`config.mk`:
```
export PLATFORM = sky130hd
export DESIGN_NAME = spart_core
export DESIGN_NICKNAME = d
export VERILOG_FILES = /design/src/rtl/spart_pkg.sv /design/src/rtl/spart_baud_gen.sv /design/src/rtl/spart_core.sv
export SDC_FILE = /design/constraint.sdc
export NUM_CORES = 1
export LEC_CHECK = 0
export ABC_AREA = 1
export ABC_CLOCK_PERIOD_IN_PS = 2300
export CAP_MARGIN = 10
export CORE_AREA = 4 4 95 97
export CTS_CLUSTER_SIZE = 12
export DETAILED_ROUTE_END_ITERATION = 7
export DIE_AREA = 0 0 99 101
export PLACE_DENSITY = 0.74
export SYNTH_ARGS = -nofsm -noshare
export SYNTH_HDL_FRONTEND = slang
export SYNTH_SLANG_ARGS = --single-unit
```
`constraint.sdc`:
```
create_clock -name clk -period 2.3 [get_ports clk]
set_clock_uncertainty 0.1 [all_clocks]
set_input_delay 0.575 -clock clk [delete_from_list [all_inputs] [get_ports clk]]
set_output_delay 0.575 -clock clk [all_outputs]
set_load 0.01 [all_outputs]
```
`src/rtl/spart_pkg.sv`:
```
// Shared constants and state types for the SPART serial engine.
package spart_pkg;

  localparam logic [1:0] ADDR_BUF  = 2'b00;
  localparam logic [1:0] ADDR_STAT = 2'b01;
  localparam logic [1:0] ADDR_DBL  = 2'b10;
  localparam logic [1:0] ADDR_DBH  = 2'b11;

  // 50 MHz clock, 19200 baud, 16x oversampling.
  localparam logic [15:0] DB_RESET_DEF = 16'd162;

  typedef enum logic [1:0] {
    TX_IDLE  = 2'd0,
    TX_START = 2'd1,
    TX_DATA  = 2'd2,
    TX_STOP  = 2'd3
  } tx_state_t;

  typedef enum logic [1:0] {
    RX_IDLE  = 2'd0,
    RX_START = 2'd1,
    RX_DATA  = 2'd2,
    RX_STOP  = 2'd3
  } rx_state_t;

endpackage

```
`src/rtl/spart_baud_gen.sv`:
```
// Baud tick generator: divisor registers plus a reloading down-counter.
// The tick fires when the counter is 0, so the period is divisor+1 cycles.
module spart_baud_gen
  import spart_pkg::*;
#(
  parameter logic [15:0] DB_RESET = DB_RESET_DEF
) (
  input  logic       clk,
  input  logic       rst_n,
  input  logic       i_wr_dbl,
  input  logic       i_wr_dbh,
  input  logic [7:0] i_data,
  output logic       o_tick
);

  logic [15:0] r_divisor;
  logic [15:0] r_cnt;
  logic [15:0] w_divisor_next;

  // Merge a divisor byte write into the current divisor.
  always_comb begin
    w_divisor_next = r_divisor;
    if (i_wr_dbl) w_divisor_next[7:0]  = i_data;
    if (i_wr_dbh) w_divisor_next[15:8] = i_data;
  end

  // Divisor storage and down-counter; a divisor write restarts the count.
  always_ff @(posedge clk or negedge rst_n) begin
    if (!rst_n) begin
      r_divisor <= DB_RESET;
      r_cnt     <= DB_RESET;
    end else begin
      r_divisor <= w_divisor_next;
      if (i_wr_dbl || i_wr_dbh || (r_cnt == 16'd0))
        r_cnt <= w_divisor_next;
      else
        r_cnt <= r_cnt - 16'd1;
    end
  end

  assign o_tick = (r_cnt == 16'd0);

endmodule

```
`src/rtl/spart_core.sv`:
```
// SPART serial engine: bus access decode, 8N1 transmitter and
// 16x-oversampled receiver driven by the shared baud tick.
//
// state    | meaning
// TX_IDLE  | line high; waits for a byte, then the next tick
// TX_START | drives the start bit (0) for OVERSAMPLE ticks
// TX_DATA  | drives 8 data bits LSB first, OVERSAMPLE ticks each
// TX_STOP  | drives the stop bit (1); tbr returns on its last tick
// RX_IDLE  | waits for rxd = 0 on a tick
// RX_START | confirms the start bit at its middle, else glitch
// RX_DATA  | samples 8 bits mid-bit into the shift register
// RX_STOP  | samples the stop bit; a good stop publishes the byte
module spart_core
  import spart_pkg::*;
#(
  parameter logic [15:0] DB_RESET   = DB_RESET_DEF,
  parameter int          OVERSAMPLE = 16
) (
  input  logic       clk,
  input  logic       rst_n,
  input  logic       iocs,
  input  logic       iorw,
  input  logic [1:0] ioaddr,
  input  logic [7:0] data_in,
  output logic [7:0] data_out,
  output logic       tbr,
  output logic       rda,
  output logic       txd,
  input  logic       rxd
);

  localparam int             TW      = $clog2(OVERSAMPLE);
  localparam logic [TW-1:0]  LAST    = TW'(OVERSAMPLE - 1);
  localparam logic [TW-1:0]  HALF_M1 = TW'(OVERSAMPLE / 2 - 1);

  logic w_wr_tx, w_rd_rx, w_wr_dbl, w_wr_dbh, w_tick;

  assign w_wr_tx  = iocs & ~iorw & (ioaddr == ADDR_BUF);
  assign w_rd_rx  = iocs &  iorw & (ioaddr == ADDR_BUF);
  assign w_wr_dbl = iocs & ~iorw & (ioaddr == ADDR_DBL);
  assign w_wr_dbh = iocs & ~iorw & (ioaddr == ADDR_DBH);

  spart_baud_gen #(.DB_RESET(DB_RESET)) u_baud (
    .clk      (clk),
    .rst_n    (rst_n),
    .i_wr_dbl (w_wr_dbl),
    .i_wr_dbh (w_wr_dbh),
    .i_data   (data_in),
    .o_tick   (w_tick)
  );

  // ---------------- transmitter ----------------
  tx_state_t     r_tx_state, w_tx_next;
  logic [TW-1:0] r_tx_tick, w_tx_tick_next;
  logic [2:0]    r_tx_idx, w_tx_idx_next;
  logic [9:0]    r_frame, w_frame_next;
  logic          r_tbr, w_tbr_next;
  logic          r_txd, w_txd_next;
  logic [7:0]    w_tx_data;

  // Transmit state register; txd is registered to keep the pin glitch-free.
  always_ff @(posedge clk or negedge rst_n) begin
    if (!rst_n) begin
      r_tx_state <= TX_IDLE;
      r_tx_tick  <= '0;
      r_tx_idx   <= '0;
      r_frame    <= 10'h3FF;
      r_tbr      <= 1'b1;
      r_txd      <= 1'b1;
    end else begin
      r_tx_state <= w_tx_next;
      r_tx_tick  <= w_tx_tick_next;
      r_tx_idx   <= w_tx_idx_next;
      r_frame    <= w_frame_next;
      r_tbr      <= w_tbr_next;
      r_txd      <= w_txd_next;
    end
  end

  // Transmit next-state: a byte is accepted only while tbr is high.
  always_comb begin
    w_tx_next      = r_tx_state;
    w_tx_tick_next = r_tx_tick;
    w_tx_idx_next  = r_tx_idx;
    w_frame_next   = r_frame;
    w_tbr_next     = r_tbr;
    unique case (r_tx_state)
      TX_IDLE: begin
        if (r_tbr) begin
          if (w_wr_tx) begin
            w_frame_next = {1'b1, data_in, 1'b0};
            w_tbr_next   = 1'b0;
          end
        end else if (w_tick) begin
          w_tx_next      = TX_START;
          w_tx_tick_next = '0;
        end
      end
      TX_START: begin
        if (w_tick) begin
          if (r_tx_tick == LAST) begin
            w_tx_next      = TX_DATA;
            w_tx_tick_next = '0;
            w_tx_idx_next  = '0;
          end else begin
            w_tx_tick_next = r_tx_tick + TW'(1);
          end
        end
      end
      TX_DATA: begin
        if (w_tick) begin
          if (r_tx_tick == LAST) begin
            w_tx_tick_next = '0;
            if (r_tx_idx == 3'd7) w_tx_next     = TX_STOP;
            else                  w_tx_idx_next = r_tx_idx + 3'd1;
          end else begin
            w_tx_tick_next = r_tx_tick + TW'(1);
          end
        end
      end
      TX_STOP: begin
        if (w_tick) begin
          if (r_tx_tick == LAST) begin
            w_tx_next      = TX_IDLE;
            w_tx_tick_next = '0;
            w_tbr_next     = 1'b1;
          end else begin
            w_tx_tick_next = r_tx_tick + TW'(1);
          end
        end
      end
      default: w_tx_next = TX_IDLE;
    endcase

    w_tx_data = w_frame_next[8:1];
    unique case (w_tx_next)
      TX_START: w_txd_next = w_frame_next[0];
      TX_DATA:  w_txd_next = w_tx_data[w_tx_idx_next];
      TX_STOP:  w_txd_next = w_frame_next[9];
      default:  w_txd_next = 1'b1;
    endcase
  end

  assign tbr = r_tbr;
  assign txd = r_txd;

  // ---------------- receiver ----------------
  logic          r_rx_s1, r_rx_s2;
  rx_state_t     r_rx_state, w_rx_next;
  logic [TW-1:0] r_rx_tick, w_rx_tick_next;
  logic [2:0]    r_rx_idx, w_rx_idx_next;
  logic [7:0]    r_shift, w_shift_next;
  logic [7:0]    r_data_out, w_data_out_next;
  logic          r_rda, w_rda_next;

  // Two-flop synchroniser for the asynchronous rxd pin.
  always_ff @(posedge clk or negedge rst_n) begin
    if (!rst_n) begin
      r_rx_s1 <= 1'b1;
      r_rx_s2 <= 1'b1;
    end else begin
      r_rx_s1 <= rxd;
      r_rx_s2 <= r_rx_s1;
    end
  end

  // Receive state register and the published byte / rda flag.
  always_ff @(posedge clk or negedge rst_n) begin
    if (!rst_n) begin
      r_rx_state <= RX_IDLE;
      r_rx_tick  <= '0;
      r_rx_idx   <= '0;
      r_shift    <= '0;
      r_data_out <= '0;
      r_rda      <= 1'b0;
    end else begin
      r_rx_state <= w_rx_next;
      r_rx_tick  <= w_rx_tick_next;
      r_rx_idx   <= w_rx_idx_next;
      r_shift    <= w_shift_next;
      r_data_out <= w_data_out_next;
      r_rda      <= w_rda_next;
    end
  end

  // Receive next-state; a completed byte overrides a same-cycle read clear.
  always_comb begin
    w_rx_next       = r_rx_state;
    w_rx_tick_next  = r_rx_tick;
    w_rx_idx_next   = r_rx_idx;
    w_shift_next    = r_shift;
    w_data_out_next = r_data_out;
    w_rda_next      = r_rda;
    if (w_rd_rx) w_rda_next = 1'b0;
    unique case (r_rx_state)
      RX_IDLE: begin
        if (w_tick && !r_rx_s2) begin
          w_rx_next      = RX_START;
          w_rx_tick_next = '0;
        end
      end
      RX_START: begin
        if (w_tick) begin
          if (r_rx_tick == HALF_M1) begin
            w_rx_tick_next = '0;
            if (r_rx_s2) begin
              w_rx_next = RX_IDLE;
            end else begin
              w_rx_next     = RX_DATA;
              w_rx_idx_next = '0;
            end
          end else begin
            w_rx_tick_next = r_rx_tick + TW'(1);
          end
        end
      end
      RX_DATA: begin
        if (w_tick) begin
          if (r_rx_tick == LAST) begin
            w_rx_tick_next = '0;
            w_shift_next   = {r_rx_s2, r_shift[7:1]};
            if (r_rx_idx == 3'd7) w_rx_next     = RX_STOP;
            else                  w_rx_idx_next = r_rx_idx + 3'd1;
          end else begin
            w_rx_tick_next = r_rx_tick + TW'(1);
          end
        end
      end
      RX_STOP: begin
        if (w_tick) begin
          if (r_rx_tick == LAST) begin
            w_rx_next      = RX_IDLE;
            w_rx_tick_next = '0;
            if (r_rx_s2) begin
              w_data_out_next = r_shift;
              w_rda_next      = 1'b1;
            end
          end else begin
            w_rx_tick_next = r_rx_tick + TW'(1);
          end
        end
      end
      default: w_rx_next = RX_IDLE;
    endcase
  end

  assign data_out = r_data_out;
  assign rda      = r_rda;

endmodule

```
# After elaboration in Yosys (flattened, before gate mapping)
# Index checks and enable logic that the tools add are counted.
# classes
n_addsub,5
n_lt_le_gt_ge,1
n_eq_ne,32
muxes,63
bitwise,7
n_reduce_logical,19
# ops
operator,n
$mux W2,18
$mux W4,9
$mux W3,11
$mux W10,3
$ne A2 B2 Y1 const B,14
$eq A2 B2 Y1 const B,8
$logic_not A16 Y1,1
$mux W16,1
$mux W8,2
$pmux W2 S4,2
$sub A16 B1 Y16 const B,1
$pmux W3 S2,2
$pmux W4 S3,1
$reduce_and A3 Y1,4
$mux W1,10
$add A4 B1 Y4 const B,2
$eq A4 B4 Y1 const B,2
$pmux W4 S2,1
$reduce_and A8 Y1,1
$reduce_and A7 Y1,1
$add A3 B1 Y3 const B,2
$and A1 B1 Y1,6
$eq A2 B1 Y1 const B,3
$eq A3 B3 Y1 const B,2
other kinds (15),20
# totals
regBits,81
inputBits,15
output_inout_bits,11

# Depth between registers and ports, before layout
# depth
depth_word,9
mapped_depth,18

# Modules after synthesis
# From an unflattened synthesis, not the netlist that was laid out.
# unflattened
cells_unflattened,484
area_unflattened_um2,4166.5
# by_module_without_submodules
mod,n_inst,cells_per_inst,area_each_um2,seq_area_each_um2
spart_core,1,287,2474.9,1243.7
spart_baud_gen,1,197,1691.6,808.3

# Worst setup path before layout
# Ideal clock, no wire load.
# synth_path
path_kind,reg-to-reg
startpoint,register u_baud.r_cnt[0]
endpoint,register r_rx_idx[0]
arrival_ns,1.714
required_time_ns,2.078
setup_slack_ns,0.365
path_stages_with_launch,15
path_buffers,1
period_less_slack_ns,1.935
path_cell_list,dfrtp_1 inv_1 ha_1 inv_1 nor2_1 nand2_2 nor2_4 nand2_4 clkinv_2 buf_12 nor2_1 nor4_4 inv_1 nand2_1 o21ai_1
# synth_via
elab_chain_len,3
elab_cells_between_ends,4
classes_between,2 x eq/ne; 2 x reduce/logical
# synth_rtl
element,line_no,rtl
"start, declared",spart_baud_gen.sv:17,logic [15:0] r_cnt;
"start signal, assigned",spart_baud_gen.sv:35,r_cnt <= w_divisor_next;
"start signal, assigned",spart_baud_gen.sv:37,r_cnt <= r_cnt - 16'd1;
$logic_not A16 Y1 *,spart_baud_gen.sv:41,assign o_tick = (r_cnt == 16'd0);
$ne A2 B2 Y1 (no line),n/a,
$reduce_and A7 Y1 (no line) *,n/a,
"end signal, assigned",spart_core.sv:179,r_rx_idx <= w_rx_idx_next;
"end, declared",spart_core.sv:151,"logic [2:0] r_rx_idx, w_rx_idx_next;"
# Mark *: on every way between the ends. The rest lies on a longest branch, timed or not.
# A chain may end at the register's enable or synchronous reset.

# Worst setup path after layout
# layout_path
startpoint,"register r_tbr, in the netlist tbr"
endpoint,output port tbr
# layout_rtl
element,line_no,rtl
"start, declared",spart_core.sv:57,"logic r_tbr, w_tbr_next;"
"start signal, assigned",spart_core.sv:75,r_tbr <= w_tbr_next;
"end, declared",spart_core.sv:26,"output logic tbr,"
# No word-level cell between the ends.

==> results.cfg <==
[outcome]
status = finished clean

[final_layout]
diodes = 0
layout_commonest_cell = nand2_1
final_util_pct = 59.53
drive_gt1_share_pct = 20.31
fillerInstances = 678
layout_common_cells = nand2_1, dfrtp_1, inv_1
fin_nets = 543
syn_to_final_growth_pct = 19.63
final_cells = 627

[placed_design]
dpl.hpwl_um = 6075
place_congestion = 0.9030
portBuffers = 25
dp.cells = 606

[synthesis]
synth_cell_type_count = 44
synth_top_family_by_area = simple AND/OR/NAND/NOR gates
synth-xor-area-share_pct = 2.813
synth_top_area_share_pct = 37.71
ys_ff_latch = 81
synthAdderAreaFrac_pct = 3.400
synth_edf_count = 0
synth_area_leader_cell = dfrtp_1
synthFlopType = dfrtp_1
ys_seq_area_share_pct = 50.70
synthesis.area_um2 = 4048
netlist_top_cells_area = dfrtp_1, dfstp_2, nand2_1, inv_1, o21ai_0
muxShareOfSynthArea_pct = 0.2782
synth_area_per_cell_um2 = 8.705
syn_nets = 491
synth-compound-area-share_pct = 10.76
synthArstFlopShare_pct = 100.0
synth_simple_gate_area_share_pct = 24.98
synth_cells = 465
ys_warn_count = 0

[detailed_routing]
vias = 3152
routedWlPerCell_um = 13.37
via_per_inst = 5.027
wl_um = 8380
drc_errors = 0
drt_iter0_drc = 158
ant_nets = 0
firstDrtPassIters = 4

[timing]
slew_headroom_pct = 69.97
tns_ns = 0
setup_viol = 0
period_needed_ns = 2.211
max_freq_ghz = 0.4522
hold_violations = 0
fin_crit_sh_pct = 96.14
worst_pin_slew_ns = 0.4466
maxSlewViolCount = 0

[critical_path]
cp.buffers_inverters = 1
cp_max_fo = 4
slowest_delay_ns = 0.61
crit_arrival_ns = 1.54
critPathSlowestCell = dfstp_2
crit_family = flip-flops
critical_path_class = flip-flop to output pin
end_kind = output pin
cp_cell_sequence = clkdlybuf4s50_1
cp-start-kind = flip-flop
worst_ep_required_time_ns = 1.62

[floorplan]
die-area_um2 = 9999
ios = 26
die_h_um = 101
core_um2 = 8134
dieWidth_um = 99
start_util_pct = 49.76
rows = 33

[power_and_ir_drop]
power.leakage_nw = 2.338
switchingPower_w = 0.001400
peakVddDrop_mv = 0.4921
p_comb_share_pct = 25.9
p_per_area_nw_per_um2 = 878.3
p_seq_share_pct = 46.0
p_int_w = 0.002853
p_clk_share_pct = 28.0
p_sw_share_pct = 32.92

[clock_network]
cts_num_sinks = 81
tritoncts = done
path_clk_slew_ns = 0.09
numCtsBuffers = 9
clockBufferDepth = 2
ctsHoldBuffers = 0
cts.htree.levels = 3
cts_root_buf = clkbuf_8
clkLatencyLatePin_ns = 0.36

[grt]
grt_max_degree = 56
grt_overflow = 0
antenna_found_initial = 0
first_global_vias = 3144
grt_pass1_wl_um = 14340
grt_use_total_pct = 17.98

[run]
cap_violations = 0

[hold_path]
hold_class = input pin to asynchronous set/reset pin
## registers in the layout (all words and copies together), names as in the netlist, 2 cells and up, named ones only
signal / cells
data_out: 8
r_frame: 10
r_rx_idx: 3
r_rx_tick: 4
r_shift: 8
r_tx_idx: 3
r_tx_state: 2
r_tx_tick: 4
u_baud.r_cnt: 16
u_baud.r_divisor: 16
## worst paths after layout
| kind | slack, ns | to | cells after the start | startpoint |
|---|---|---|---|---|
| worst min-delay path | 0.01 | u_baud.r_divisor[0]$_DFF_PN0_ | 1 | rst_n |
| max in group asynchronous | 1.43 | tbr$_DFFE_PN1P_ | 2 | rst_n |
| worst min register to register | 0.28 | r_rx_s2$_DFF_PN1_ | 0 | r_rx_s1$_DFF_PN1_ |
| min in group clk | 0.28 | r_rx_s2$_DFF_PN1_ | 0 | r_rx_s1$_DFF_PN1_ |
| worst max register to register | 0.15 | txd$_DFF_PN1_ | 17 | u_baud.r_cnt[1]$_DFF_PN1_ |
| worst max-delay path | 0.09 | tbr | 1 | tbr$_DFFE_PN1P_ |
## area by class of cell
type | instances | area [um2] | share of cell area (%)
clock buffers | 9 | 123.9 | 2.558
multi-input cells | 314 | 1732 | 35.76
flip-flops and latches | 81 | 2052 | 42.38
clock inverters | 7 | 101.3 | 2.093
inverters | 61 | 241.5 | 4.987
well taps | 105 | 131.4 | 2.713
repair buffers | 50 | 460.4 | 9.509
## through the flow
step                setup slack (ns)  power, W  hold WS, ns  cell area, um2
floorplan                     0.3646  0.002697       0.1794            4048
global placement            -0.03017  0.003021       0.2620            4546
detailed placement           -0.1338  0.003046       0.2639            4546
CTS                          0.09463  0.004248      0.01291            4771
global route                -0.01619  0.004531      0.02023            4842
finish                       0.08880  0.004253      0.01404            4842
## synth_stat cells, types with 2 or more instances
cell type  instances
a21oi_1            7
a21oi_2            2
a31oi_1            2
a32o_1             2
buf_2              5
clkbuf_1           3
dfrtp_1           61
dfstp_2           20
ha_1              11
inv_1             58
inv_2              2
nand2_1          120
nand2_2            7
nand2_4            4
nand3_1           24
nand4_1            3
nor2_1            28
nor2_2             7
nor2_4             6
nor3_1             5
o21ai_0           41
o21ai_1           13
o21ai_2            2
xnor2_1            6
xor2_1             7
## power by group through the flow
stage / clock network (W) / logic (W) / registers [W]
6_report: 0.00119 / 0.00110 / 0.00196
5_1_grt: 0.00127 / 0.00127 / 0.00199
4_1_cts: 0.00121 / 0.00108 / 0.00195
3_5_place_dp: 0 / 0.00107 / 0.00197
3_3_place_gp: 0 / 0.00105 / 0.00197
2_1_floorplan: 0 / 0.000758 / 0.00194
## per-layer routing
metal / wire length, um / GRT usage (%) / vias up
met1: 3901 / 23.93 / 1488
met2: 4032 / 28.51 / 53
met3: 268 / 3.114 / 13
li1: - / - / 1598
met4: 178 / 8.718 / 0
met5: 0 / 0 / -
## what timing repair did
action	CTS	global route
resized for setup	0	18
setup buffers	0	5
setup endpoints to repair	0	4
## kinds of logic after synthesis
| group | after synthesis |
|---|---|
| AO/OA/AOI/OAI | 77 |
| multiplexers | 1 |
| adder cells (fa/ha/maj) | 11 |
| buffers and inverters | 70 |
| AND/OR/NAND/NOR | 212 |
| flip-flops | 81 |
| XOR/XNOR | 13 |
(Power assumes the default switching activity.)
==> RTL edit: new RTL, config.mk and constraints unchanged <==
Add an input register stage for `iocs`, `iorw`, `ioaddr`, `data_in` and `rxd`, cleared by the reset; this delays them by one clock.
--- a/src/rtl/spart_core.sv
+++ b/src/rtl/spart_core.sv
@@ -34,10 +34,32 @@
   localparam logic [TW-1:0]  HALF_M1 = TW'(OVERSAMPLE / 2 - 1);
 
+  logic iocs_q;
+  logic iorw_q;
+  logic [1:0] ioaddr_q;
+  logic [7:0] data_q;
+  logic rxd_q;
+
+  always_ff @(posedge clk or negedge rst_n) begin
+    if (!rst_n) begin
+      iocs_q   <= '0;
+      iorw_q   <= '0;
+      ioaddr_q <= '0;
+      data_q   <= '0;
+      rxd_q    <= '0;
+    end else begin
+      iocs_q   <= iocs;
+      iorw_q   <= iorw;
+      ioaddr_q <= ioaddr;
+      data_q   <= data_in;
+      rxd_q    <= rxd;
+    end
+  end
+
   logic w_wr_tx, w_rd_rx, w_wr_dbl, w_wr_dbh, w_tick;
 
-  assign w_wr_tx  = iocs & ~iorw & (ioaddr == ADDR_BUF);
-  assign w_rd_rx  = iocs &  iorw & (ioaddr == ADDR_BUF);
-  assign w_wr_dbl = iocs & ~iorw & (ioaddr == ADDR_DBL);
-  assign w_wr_dbh = iocs & ~iorw & (ioaddr == ADDR_DBH);
+  assign w_wr_tx  = iocs_q & ~iorw_q & (ioaddr_q == ADDR_BUF);
+  assign w_rd_rx  = iocs_q &  iorw_q & (ioaddr_q == ADDR_BUF);
+  assign w_wr_dbl = iocs_q & ~iorw_q & (ioaddr_q == ADDR_DBL);
+  assign w_wr_dbh = iocs_q & ~iorw_q & (ioaddr_q == ADDR_DBH);
 
   spart_baud_gen #(.DB_RESET(DB_RESET)) u_baud (
@@ -46,5 +68,5 @@
     .i_wr_dbl (w_wr_dbl),
     .i_wr_dbh (w_wr_dbh),
-    .i_data   (data_in),
+    .i_data   (data_q),
     .o_tick   (w_tick)
   );
@@ -89,5 +111,5 @@
         if (r_tbr) begin
           if (w_wr_tx) begin
-            w_frame_next = {1'b1, data_in, 1'b0};
+            w_frame_next = {1'b1, data_q, 1'b0};
             w_tbr_next   = 1'b0;
           end
@@ -160,5 +182,5 @@
       r_rx_s2 <= 1'b1;
     end else begin
-      r_rx_s1 <= rxd;
+      r_rx_s1 <= rxd_q;
       r_rx_s2 <= r_rx_s1;
     end
Check against the original RTL: not equivalent (a bounded check fails within 4 cycles, from zero or initial values and one cycle with rst_n low).
==> RTL edit against the original RTL <==
Sequential cell count rose by 13; utilization rose by 3.2 points; first-iteration DRC count rose by 4.4%; total power fell by 13%; area after synthesis rose by 10%; wire length rose by 10%; critical path depth did not move; final area rose by 5.4%; combinational power fell by 46%; setup slack improved by 0.058 ns; critical path type unchanged.
==> RTL edit: results (changes against the original RTL) <==
stage	metric	value	unit	change
global_route	GR Util All Layers	19.3	%	+1.3 points
timing	worst relative slew slack	66.8	%	-3.2 points
placement	placed insts	617		+1.8%
synthesis	Area contributors post-synth	dfrtp_1 (42%), dfstp_2 (12%), nand2_1 (9.9%), inv_1 (4.3%), o21ai_0 (3.4%)		
pwr	worst vdd ir	0.497	mV	+0.96%
worst_setup_path	R2R depth	13		-4
global_route	vias in the first global route	3334		+6.0%
worst_setup_path	Crit path max-delay family	flip-flops		
placement	cell area after placement	4830	µm²	+6.3%
synthesis	Post-synth top cells	nand2_1 (118), dfrtp_1 (74), inv_1 (51), nor2_1 (34), o21ai_0 (30)		
route	Vias per Instance	5.29		+5.1%
worst_setup_path	Worst path max stage delay	0.57	ns	-0.04 ns
global_route	largest net degree at the start of global routing	95		+70%
placement	DP HPWL	6.61	mm	+8.8%
synthesis	sequential share of the synthesized area	53.4	%	+2.7 points
route	1st-iter DRT viols	165		+4.4%
worst_setup_path	slowest CP cell	dfstp_2		
clock_network	clock transition at the registers of the reported paths	0.11	ns	+0.02 ns
synthesis	syn nets	516		+5.1%
outcome	outcome	complete, no violations		
global_route	global-route wire length before repair	15.4	mm	+7.5%
synthesis	Yosys cell types	44		unchanged
route	wire per inst	14.4	µm	+7.9%
route	Vias	3383		+7.3%
synthesis	cell count after synthesis	491		+5.6%
final_layout	share of cells above drive strength 1	18.9	%	-1.4 points
final_layout	filler cell count	701		+3.4%
final_layout	nets	555		+2.2%
pwr	Pleak	2.32	nW	-0.66%
[RTL edit: cell types whose count changed after synthesis, sizes merged, moves of 3 or more]
cell	before	now
dfrtp	61	74
inv	60	57
a21oi	9	12
xnor2	6	2
a31oi	2	10
nor4	3	0
nor2	41	47
o21ai	56	63
[RTL edit: final timing paths]
path / start / slack [ns] / end
max in group asynchronous: rst_n / 1.56 / u_baud.r_divisor[1]
setup reg to reg: r_tx_state[0] / 0.15 / txd
hold reg to reg: r_rx_s1 / 0.26 / r_rx_s2
setup / recovery: tbr / 0.15 / tbr
hold / removal: rst_n / 0.12 / r_shift[3]
min in group clk: r_rx_s1 / 0.26 / r_rx_s2
[RTL edit: metrics by stage]
step / hold WS, ns / setup WS, ns / util [%]
global placement: 0.243 / 0.0825 / 59.4
CTS: 0.154 / 0.0578 / 61.9
floorplan: 0.179 / 0.394 / -
finish: 0.119 / 0.147 / 62.7
global route: 0.172 / -0.0205 / 62.7
detailed placement: 0.238 / 0.0385 / 59.4
[RTL edit: metal layers]
metal / wire [µm] / part of all wire (%) / track usage (%)
met5: 0 / 0 / 0
met4: 193 / 2.1 / 7.67
met3: 376 / 4.1 / 4.50
met2: 4590 / 50 / 32.6
met1: 4080 / 44 / 23.9
[RTL edit: kinds of logic after synthesis]
kind of cell	share of synthesized area (%)
simple gates	24.2
flops	53.4
compound gates	12.0
buf+inv	6.01
fa+ha+maj	2.81
xor+xnor	1.38
mux	0.253
[RTL edit: where the power goes]
group	switching [mW]	internal, mW	total, mW
Clock	0.662	0.432	1.09
Sequential	0.146	1.86	2.00
Combinational	0.362	0.228	0.589
[RTL edit: area by class of cell]
class | instances | area, µm² | share of cell area [%]
multi-input combinational | 332 | 1830 | 35.9
timing repair buffer | 35 | 348 | 6.82
tap | 105 | 131 | 2.57
sequential | 94 | 2380 | 46.6
inverter | 58 | 220 | 4.31
clock inverter | 7 | 68.8 | 1.35
clock buffer | 9 | 124 | 2.43
[RTL edit: repair_timing]
| item | 4_1_cts | 5_1_grt |
|---|---|---|
| setup endpoints to repair | 1 | 2 |
| pin swaps | 0 | 2 |
| gates cloned | 0 | 2 |
| gates resized for setup | 2 | 4 |
| buffers inserted | 0 | 5 |
